==> src/rtl/ppu_reg_pkg.sv <==
// Shared definitions for the CPU-side PPU register interface.
// Holds register index constants, the access FSM state encoding,
// parameter defaults, PPUCTRL/PPUSTATUS bit positions and the status
// byte packer.
package ppu_reg_pkg;

  localparam logic [2:0] REG_CTRL    = 3'd0;
  localparam logic [2:0] REG_MASK    = 3'd1;
  localparam logic [2:0] REG_STATUS  = 3'd2;
  localparam logic [2:0] REG_OAMADDR = 3'd3;
  localparam logic [2:0] REG_OAMDATA = 3'd4;
  localparam logic [2:0] REG_SCROLL  = 3'd5;
  localparam logic [2:0] REG_ADDR    = 3'd6;
  localparam logic [2:0] REG_DATA    = 3'd7;

  typedef enum logic [1:0] {
    ST_IDLE    = 2'd0,
    ST_VRAM_RD = 2'd1,
    ST_VRAM_WR = 2'd2,
    ST_DONE    = 2'd3
  } ppu_if_state_e;

  localparam logic [13:0] PAL_BASE_DEF  = 14'h3F00;
  localparam int          INC_LARGE_DEF = 32;

  // PPUCTRL bits
  localparam int CTRL_NMI_EN = 7;
  localparam int CTRL_INC32  = 2;

  // PPUSTATUS bits
  localparam int STAT_VBLANK = 7;
  localparam int STAT_SPR0   = 6;
  localparam int STAT_OVF    = 5;

  function automatic logic [7:0] status_byte(input logic vbl, input logic s0,
                                             input logic ovf, input logic [4:0] low5);
    return {vbl, s0, ovf, low5};
  endfunction

endpackage

==> src/rtl/ppu_loopy_regs.sv <==
// Loopy scroll/address registers: v (current VRAM addr), t (temp addr),
// x (fine X) and w (write toggle).
// Ports:
//   clk, rst        clock, synchronous active-high reset
//   wr_en, idx, din register write strobe, index and data ($2000/$2005/$2006 used)
//   clr_w           $2002 read, resets the write toggle
//   inc_en          $2007 access completed, advance v
//   inc_large       PPUCTRL bit2: step by INC_LARGE instead of 1
//   v, t, x, w      register contents
module ppu_loopy_regs
  import ppu_reg_pkg::*;
#(
  parameter int INC_LARGE = INC_LARGE_DEF
) (
  input  logic        clk,
  input  logic        rst,
  input  logic        wr_en,
  input  logic [2:0]  idx,
  input  logic [7:0]  din,
  input  logic        clr_w,
  input  logic        inc_en,
  input  logic        inc_large,
  output logic [14:0] v,
  output logic [14:0] t,
  output logic [2:0]  x,
  output logic        w
);

  localparam logic [14:0] STEP_L = 15'(INC_LARGE);

  always_ff @(posedge clk) begin
    if (rst) begin
      v <= '0;
      t <= '0;
      x <= '0;
      w <= 1'b0;
    end else begin
      if (clr_w) w <= 1'b0;
      if (wr_en) begin
        case (idx)
          REG_CTRL: t[11:10] <= din[1:0];
          REG_SCROLL: begin
            if (!w) begin
              t[4:0] <= din[7:3];
              x      <= din[2:0];
            end else begin
              t[14:12] <= din[2:0];
              t[9:5]   <= din[7:3];
            end
            w <= ~w;
          end
          REG_ADDR: begin
            if (!w) begin
              t[13:8] <= din[5:0];
              t[14]   <= 1'b0;
            end else begin
              t[7:0] <= din;
              // v takes the just-written low byte, not the stale t[7:0]
              v      <= {t[14:8], din};
            end
            w <= ~w;
          end
          default: ;
        endcase
      end
      // wraps naturally at 15 bits
      if (inc_en) v <= v + (inc_large ? STEP_L : 15'd1);
    end
  end

endmodule

==> src/rtl/cpu_ppu_reg_if.sv <==
// CPU-side PPU register file ($2000-$2007) and VRAM access port.
// Register accesses complete in one cycle; $2007 goes through a
// req/ack handshake to VRAM while cpu_rdy stays low.
// Optional feature macro: PPU_OPEN_BUS_EN (open-bus data latch returned
// on write-only register reads and in $2002 low bits).
// Ports:
//   clk, rst                 clock, synchronous active-high reset
//   addr_in, addr_valid      decoded CPU address; addr_valid=1 means memory (ignored)
//   cpu_rd, cpu_wr, cpu_din  access strobes (held until cpu_rdy) and write data
//   cpu_dout, cpu_rdy        read data and one-cycle completion pulse
//   vblank_set, vblank_clr   vblank flag pulses from PPU timing
//   spr0_hit, spr_ovf        sprite status levels
//   ppu_ctrl, ppu_mask       $2000/$2001 contents
//   scroll_t, fine_x         loopy t and fine X
//   oam_*                    OAM address / write port / read data
//   vram_*                   VRAM req/ack port for $2007
//   nmi_out                  ppu_ctrl[7] & vblank flag
module cpu_ppu_reg_if
  import ppu_reg_pkg::*;
#(
  parameter logic [13:0] PAL_BASE  = PAL_BASE_DEF,
  parameter int          INC_LARGE = INC_LARGE_DEF
) (
  input  logic        clk,
  input  logic        rst,
  input  logic [15:0] addr_in,
  input  logic        addr_valid,
  input  logic        cpu_rd,
  input  logic        cpu_wr,
  input  logic [7:0]  cpu_din,
  output logic [7:0]  cpu_dout,
  output logic        cpu_rdy,
  input  logic        vblank_set,
  input  logic        vblank_clr,
  input  logic        spr0_hit,
  input  logic        spr_ovf,
  output logic [7:0]  ppu_ctrl,
  output logic [7:0]  ppu_mask,
  output logic [14:0] scroll_t,
  output logic [2:0]  fine_x,
  output logic [7:0]  oam_addr,
  output logic [7:0]  oam_wdata,
  output logic        oam_we,
  input  logic [7:0]  oam_rdata,
  output logic [13:0] vram_addr,
  output logic [7:0]  vram_wdata,
  output logic        vram_rd,
  output logic        vram_wr,
  input  logic        vram_ack,
  input  logic [7:0]  vram_rdata,
  output logic        nmi_out
);

  ppu_if_state_e state;
  logic [7:0]    read_buf;
  logic          vblank_flag;
  logic [14:0]   v;
  logic          w_unused;

  logic [2:0] idx;
  logic       sel, accept, reg_acc, rd_status, vram_done;
  logic [7:0] open_val, status_val, rd_mux, vram_rd_val;

  assign idx       = addr_in[2:0];
  assign sel       = (cpu_rd | cpu_wr) & ~addr_valid & (addr_in[15:3] == 13'h0400);
  assign accept    = (state == ST_IDLE) & sel;
  assign reg_acc   = accept & (idx != REG_DATA);
  assign rd_status = reg_acc & ~cpu_wr & (idx == REG_STATUS);
  assign vram_done = ((state == ST_VRAM_RD) | (state == ST_VRAM_WR)) & vram_ack;

  ppu_loopy_regs #(.INC_LARGE(INC_LARGE)) u_loopy (
    .clk       (clk),
    .rst       (rst),
    .wr_en     (reg_acc & cpu_wr),
    .idx       (idx),
    .din       (cpu_din),
    .clr_w     (rd_status),
    .inc_en    (vram_done),
    .inc_large (ppu_ctrl[CTRL_INC32]),
    .v         (v),
    .t         (scroll_t),
    .x         (fine_x),
    .w         (w_unused)
  );

  // A set pulse coinciding with the status read is hidden from the read
  // and then dropped by the flag update below.
  assign status_val  = status_byte(vblank_flag & ~vblank_set, spr0_hit, spr_ovf, open_val[4:0]);
  assign vram_rd_val = (vram_addr >= PAL_BASE) ? vram_rdata : read_buf;

  always_comb begin
    rd_mux = open_val;
    case (idx)
      REG_STATUS:  rd_mux = status_val;
      REG_OAMDATA: rd_mux = oam_rdata;
      default:     rd_mux = open_val;
    endcase
  end

`ifdef PPU_OPEN_BUS_EN
  logic [7:0] bus_latch;
  always_ff @(posedge clk) begin
    if (rst)                                      bus_latch <= '0;
    else if (accept & cpu_wr)                     bus_latch <= cpu_din;
    else if (reg_acc & (idx == REG_STATUS))       bus_latch <= status_val;
    else if (reg_acc & (idx == REG_OAMDATA))      bus_latch <= oam_rdata;
    else if (vram_done & (state == ST_VRAM_RD))   bus_latch <= vram_rd_val;
  end
  assign open_val = bus_latch;
`else
  assign open_val = 8'h00;
`endif

  // Clear has priority over both the read-clear and the set.
  always_ff @(posedge clk) begin
    if (rst)             vblank_flag <= 1'b0;
    else if (vblank_clr) vblank_flag <= 1'b0;
    else if (rd_status)  vblank_flag <= 1'b0;
    else if (vblank_set) vblank_flag <= 1'b1;
  end

  assign nmi_out = ppu_ctrl[CTRL_NMI_EN] & vblank_flag;

  always_ff @(posedge clk) begin
    if (rst) begin
      state      <= ST_IDLE;
      cpu_dout   <= '0;
      cpu_rdy    <= 1'b0;
      ppu_ctrl   <= '0;
      ppu_mask   <= '0;
      oam_addr   <= '0;
      oam_wdata  <= '0;
      oam_we     <= 1'b0;
      vram_addr  <= '0;
      vram_wdata <= '0;
      vram_rd    <= 1'b0;
      vram_wr    <= 1'b0;
      read_buf   <= '0;
    end else begin
      case (state)
        ST_IDLE: begin
          if (sel) begin
            if (idx == REG_DATA) begin
              vram_addr <= v[13:0];
              if (cpu_wr) begin
                vram_wr    <= 1'b1;
                vram_wdata <= cpu_din;
                state      <= ST_VRAM_WR;
              end else begin
                vram_rd <= 1'b1;
                state   <= ST_VRAM_RD;
              end
            end else begin
              if (cpu_wr) begin
                case (idx)
                  REG_CTRL:    ppu_ctrl <= cpu_din;
                  REG_MASK:    ppu_mask <= cpu_din;
                  REG_OAMADDR: oam_addr <= cpu_din;
                  REG_OAMDATA: begin
                    oam_wdata <= cpu_din;
                    oam_we    <= 1'b1;
                  end
                  default: ;
                endcase
              end else begin
                cpu_dout <= rd_mux;
              end
              cpu_rdy <= 1'b1;
              state   <= ST_DONE;
            end
          end
        end
        ST_VRAM_RD: begin
          if (vram_ack) begin
            vram_rd  <= 1'b0;
            cpu_dout <= vram_rd_val;
            read_buf <= vram_rdata;
            cpu_rdy  <= 1'b1;
            state    <= ST_DONE;
          end
        end
        ST_VRAM_WR: begin
          if (vram_ack) begin
            vram_wr <= 1'b0;
            cpu_rdy <= 1'b1;
            state   <= ST_DONE;
          end
        end
        ST_DONE: begin
          cpu_rdy <= 1'b0;
          // OAM sees the write at the old address; advance afterwards.
          if (oam_we) begin
            oam_we   <= 1'b0;
            oam_addr <= oam_addr + 8'd1;
          end
          state <= ST_IDLE;
        end
        default: state <= ST_IDLE;
      endcase
    end
  end

endmodule

==> config.mk <==
export PLATFORM = sky130hd
export DESIGN_NAME = cpu_ppu_reg_if
export DESIGN_NICKNAME = d
export VERILOG_FILES = /design/src/rtl/ppu_reg_pkg.sv /design/src/rtl/ppu_loopy_regs.sv /design/src/rtl/cpu_ppu_reg_if.sv
export SDC_FILE = /design/constraint.sdc
export NUM_CORES = 1
export LEC_CHECK = 0
export ABC_AREA = 1
export BUFFER_PORTS_ARGS = -buffer_cell sky130_fd_sc_hd__clkbuf_2
export CORE_MARGIN = 3
export CORE_UTILIZATION = 35
export CTS_BUF_LIST = sky130_fd_sc_hd__clkbuf_8 sky130_fd_sc_hd__clkbuf_16
export CTS_CLUSTER_SIZE = 28
export DETAILED_ROUTE_END_ITERATION = 10
export MAX_ROUTING_LAYER = met4
export SLEW_MARGIN = 40
export SYNTH_ARGS = -nofsm -noshare
export SYNTH_HDL_FRONTEND = slang
export SYNTH_SLANG_ARGS = --single-unit
==> constraint.sdc <==
create_clock -name clk -period 4.57 [get_ports clk]
set_input_delay 0.2285 -clock clk [delete_from_list [all_inputs] [get_ports clk]]
set_output_delay 0.2285 -clock clk [all_outputs]
set_load 0.01 [all_outputs]
==> results_dict.tcl <==
set metrics [dict create \
    status "finished, final reports clean" \
    grt_pass1_vias 5189 \
    wl_per_cell_um 14.5 \
    post-cts-setup-buffers 0 \
    start_util 0.360 \
    worst_hold_path_type "input pin to flip-flop" \
    ys_seq_elements 110 \
    drt_iter0_markers 387 \
    grt_usage 0.195 \
    grt_max_degree 50 \
    htreeDepth 3 \
    synth-seq-area-share 0.383 \
    worstPathRequired_ns 4.80 \
    post-synth-top-area-cell "dfxtp_1" \
    path_max_fanout 9 \
    ant_nets 0 \
    clk_latency_ns 0.35 \
    synth_common_cells "nand2_1, nor2_1, dfxtp_1" \
    synth_largest_type_area_fraction 0.383 \
    drc 0 \
    antenna_found_initial 0 \
    tightest_slew_ns 0.776 \
    final_nets 1006 \
    cts_buffer_depth 2 \
    max-cap-violations 0 \
    synth.most_common_cell "nand2_1" \
    cts_buffers 9 \
    clock-sinks 110 \
    min_period_ns 2.28 \
    cp-end-kind "flip-flop" \
    grt.overflow.total 0 \
    synth_area_leaders "dfxtp_1, nand2_1, nor2_1, o21ai_0, a21oi_1" \
    tritoncts "built" \
    syn_nets 891 \
    die_h_um 134 \
    seq_power_share 0.409 \
    slew_headroom 0.482 \
    sw_frac_of_total 0.367 \
    dp_hpwl_um 12700 \
    clockRootBuffer "clkbuf_16" \
    antenna_cells 0 \
    setup_viol 0 \
    multi_input_area_um2 3000 \
    routed_wl_um 16900 \
    gp_routability_congestion 0.912 \
    crit_type "flip-flop to flip-flop" \
    fmax_mhz 439 \
    slew_violations 0 \
    post_cts_resized 0 \
    internal_power_w 0.00172 \
    leakagePower_nw 3.19 \
    critPathLaunchType "flip-flop" \
    ys.flop_type "dfxtp_1" \
    num_rows 46 \
    vdd_drop_max_uv 189 \
    fill_cells 1721 \
    comb_power_share 0.302 \
    seqCellArea_um2 2200 \
    synth_cell_types 38 \
    vias_per_cell 4.84 \
    die_w_um 134 \
    route.vias.total 5657 \
    yosysWarnings 0 \
    min_period_over_period 0.499 \
    syn_inst 833 \
    clk_pin_slew_ns 0.07 \
    fin_skew_ns 0.0102 \
    clkPwrFrac 0.289 \
    synth_edf_count 0 \
    port_buffers 134 \
    p_sw_w 0.000997 \
    r2r_slack_ns 2.29 \
    power_density_nw_per_um2 399 \
    holdWs_ns 0.111 \
    cts_hold_buf 0 \
    grt_pass1_wl_um 27300 \
    syn_area_um2 5740 \
    syn_to_final_growth_pct 18.6 \
    first_pass_iters 5 \
    rsz0062_at_grt "no" \
    drive_gt1_frac 0.201 \
    setup_tns_ns 0 \
    coreArea_um2 15900 \
    syn_avg_cell_area_um2 6.89 \
    finalHoldViolCount 0 \
    async_flop_share 0 \
    die-area_um2 18000 \
    cp.arrival_ns 2.51 \
    io_pins 135 \
]
## cells in the final DEF, fill, tap and decap left out, types with 6 or more instances in the layout
cell type / count
nand3_1: 61
clkbuf_2: 134
nor2_1: 143
nand2_1: 155
nor2_4: 7
ha_1: 8
o21ai_0: 90
a21oi_1: 69
clkbuf_16: 9
nand3_4: 6
nand2_4: 8
inv_1: 88
nand4_1: 10
dfxtp_1: 110
## per-layer routing
metal | vias to the layer above | share of wire | global-route usage
met2 | 140 | 0.49 | 0.323
li1 | 2928 | - | -
met5 | - | 0 | -
met4 | 0 | 0.0098 | 0.0430
met1 | 2579 | 0.44 | 0.247
met3 | 10 | 0.052 | 0.0409
## worst max-delay path, stage by stage (launching register included)
cell and delay (ns):
dfxtp_1 0.33, inv_1 0.10, ha_1 0.49, nand2_4 0.13, nor2_4 0.18, nand3_4 0.16, nor2_8 0.23, nand2_4 0.10
o21ai_0 0.36, nor2_1 0.07
## through the flow
step / worst slack [ns] / cells / area, µm² / utilization / power [W]
finish: 2.29 / 1169 / 6810 / 0.427 / 0.00272
global route: 2.06 / 1169 / 6810 / 0.427 / 0.00290
CTS: 2.01 / 1169 / 6810 / 0.427 / 0.00274
detailed placement: 2.04 / 1153 / 6520 / 0.409 / 0.00195
global placement: 2.10 / 1153 / 6520 / 0.409 / 0.00194
floorplan: 2.84 / 833 / 5740 / - / 0.00176
## worst paths after layout
kind | endpoint | cells after the start | startpoint
worst max-delay path | u_loopy.t[1] | 9 | state[0]
worst min-delay path | vblank_flag | 3 | vblank_set
worst max register to register | u_loopy.t[1] | 9 | state[0]
worst min register to register | read_buf[4] | 2 | read_buf[4]
## cell type report
type,count,share of cell area
clock buffer,12,0.0391
sequential,110,0.323
timing repair buffer,135,0.0995
tap,216,0.0397
clock inverter,4,0.00422
inverter,96,0.0533
multi-input combinational,596,0.441
## power groups by stage
stage / logic (W) / clock network, W / registers, W
after floorplan: 0.000622 / 0 / 0.00114
after detailed placement: 0.000812 / 0 / 0.00113
after global routing: 0.000936 / 0.000838 / 0.00112
after CTS: 0.000817 / 0.000811 / 0.00111
final: 0.000819 / 0.000786 / 0.00111
after global placement: 0.000806 / 0 / 0.00113
## state kept, by name, indices dropped and copies added, names as in the netlist
register,cells
vblank_flag,1
vram_addr,14
u_loopy.x,3
cpu_rdy,1
u_loopy.v,14
state,2
ppu_ctrl,8
cpu_dout,8
vram_wr,1
u_loopy.t,15
oam_addr,8
ppu_mask,8
oam_we,1
read_buf,8
vram_rd,1
u_loopy.w,1
oam_wdata,8
vram_wdata,8
## logic make-up after synthesis
| kind of cell | after synthesis | share of synthesized area |
|---|---|---|
| AOI/OAI and AO/OA | 181 | 0.167 |
| xor gates and xnor gates | 3 | 0.00458 |
| adders and majority gates | 8 | 0.0174 |
| buffers and inverters | 127 | 0.0939 |
| DFF | 110 | 0.383 |
| and+or+nand+nor | 404 | 0.333 |
(Power assumes the default switching activity.)
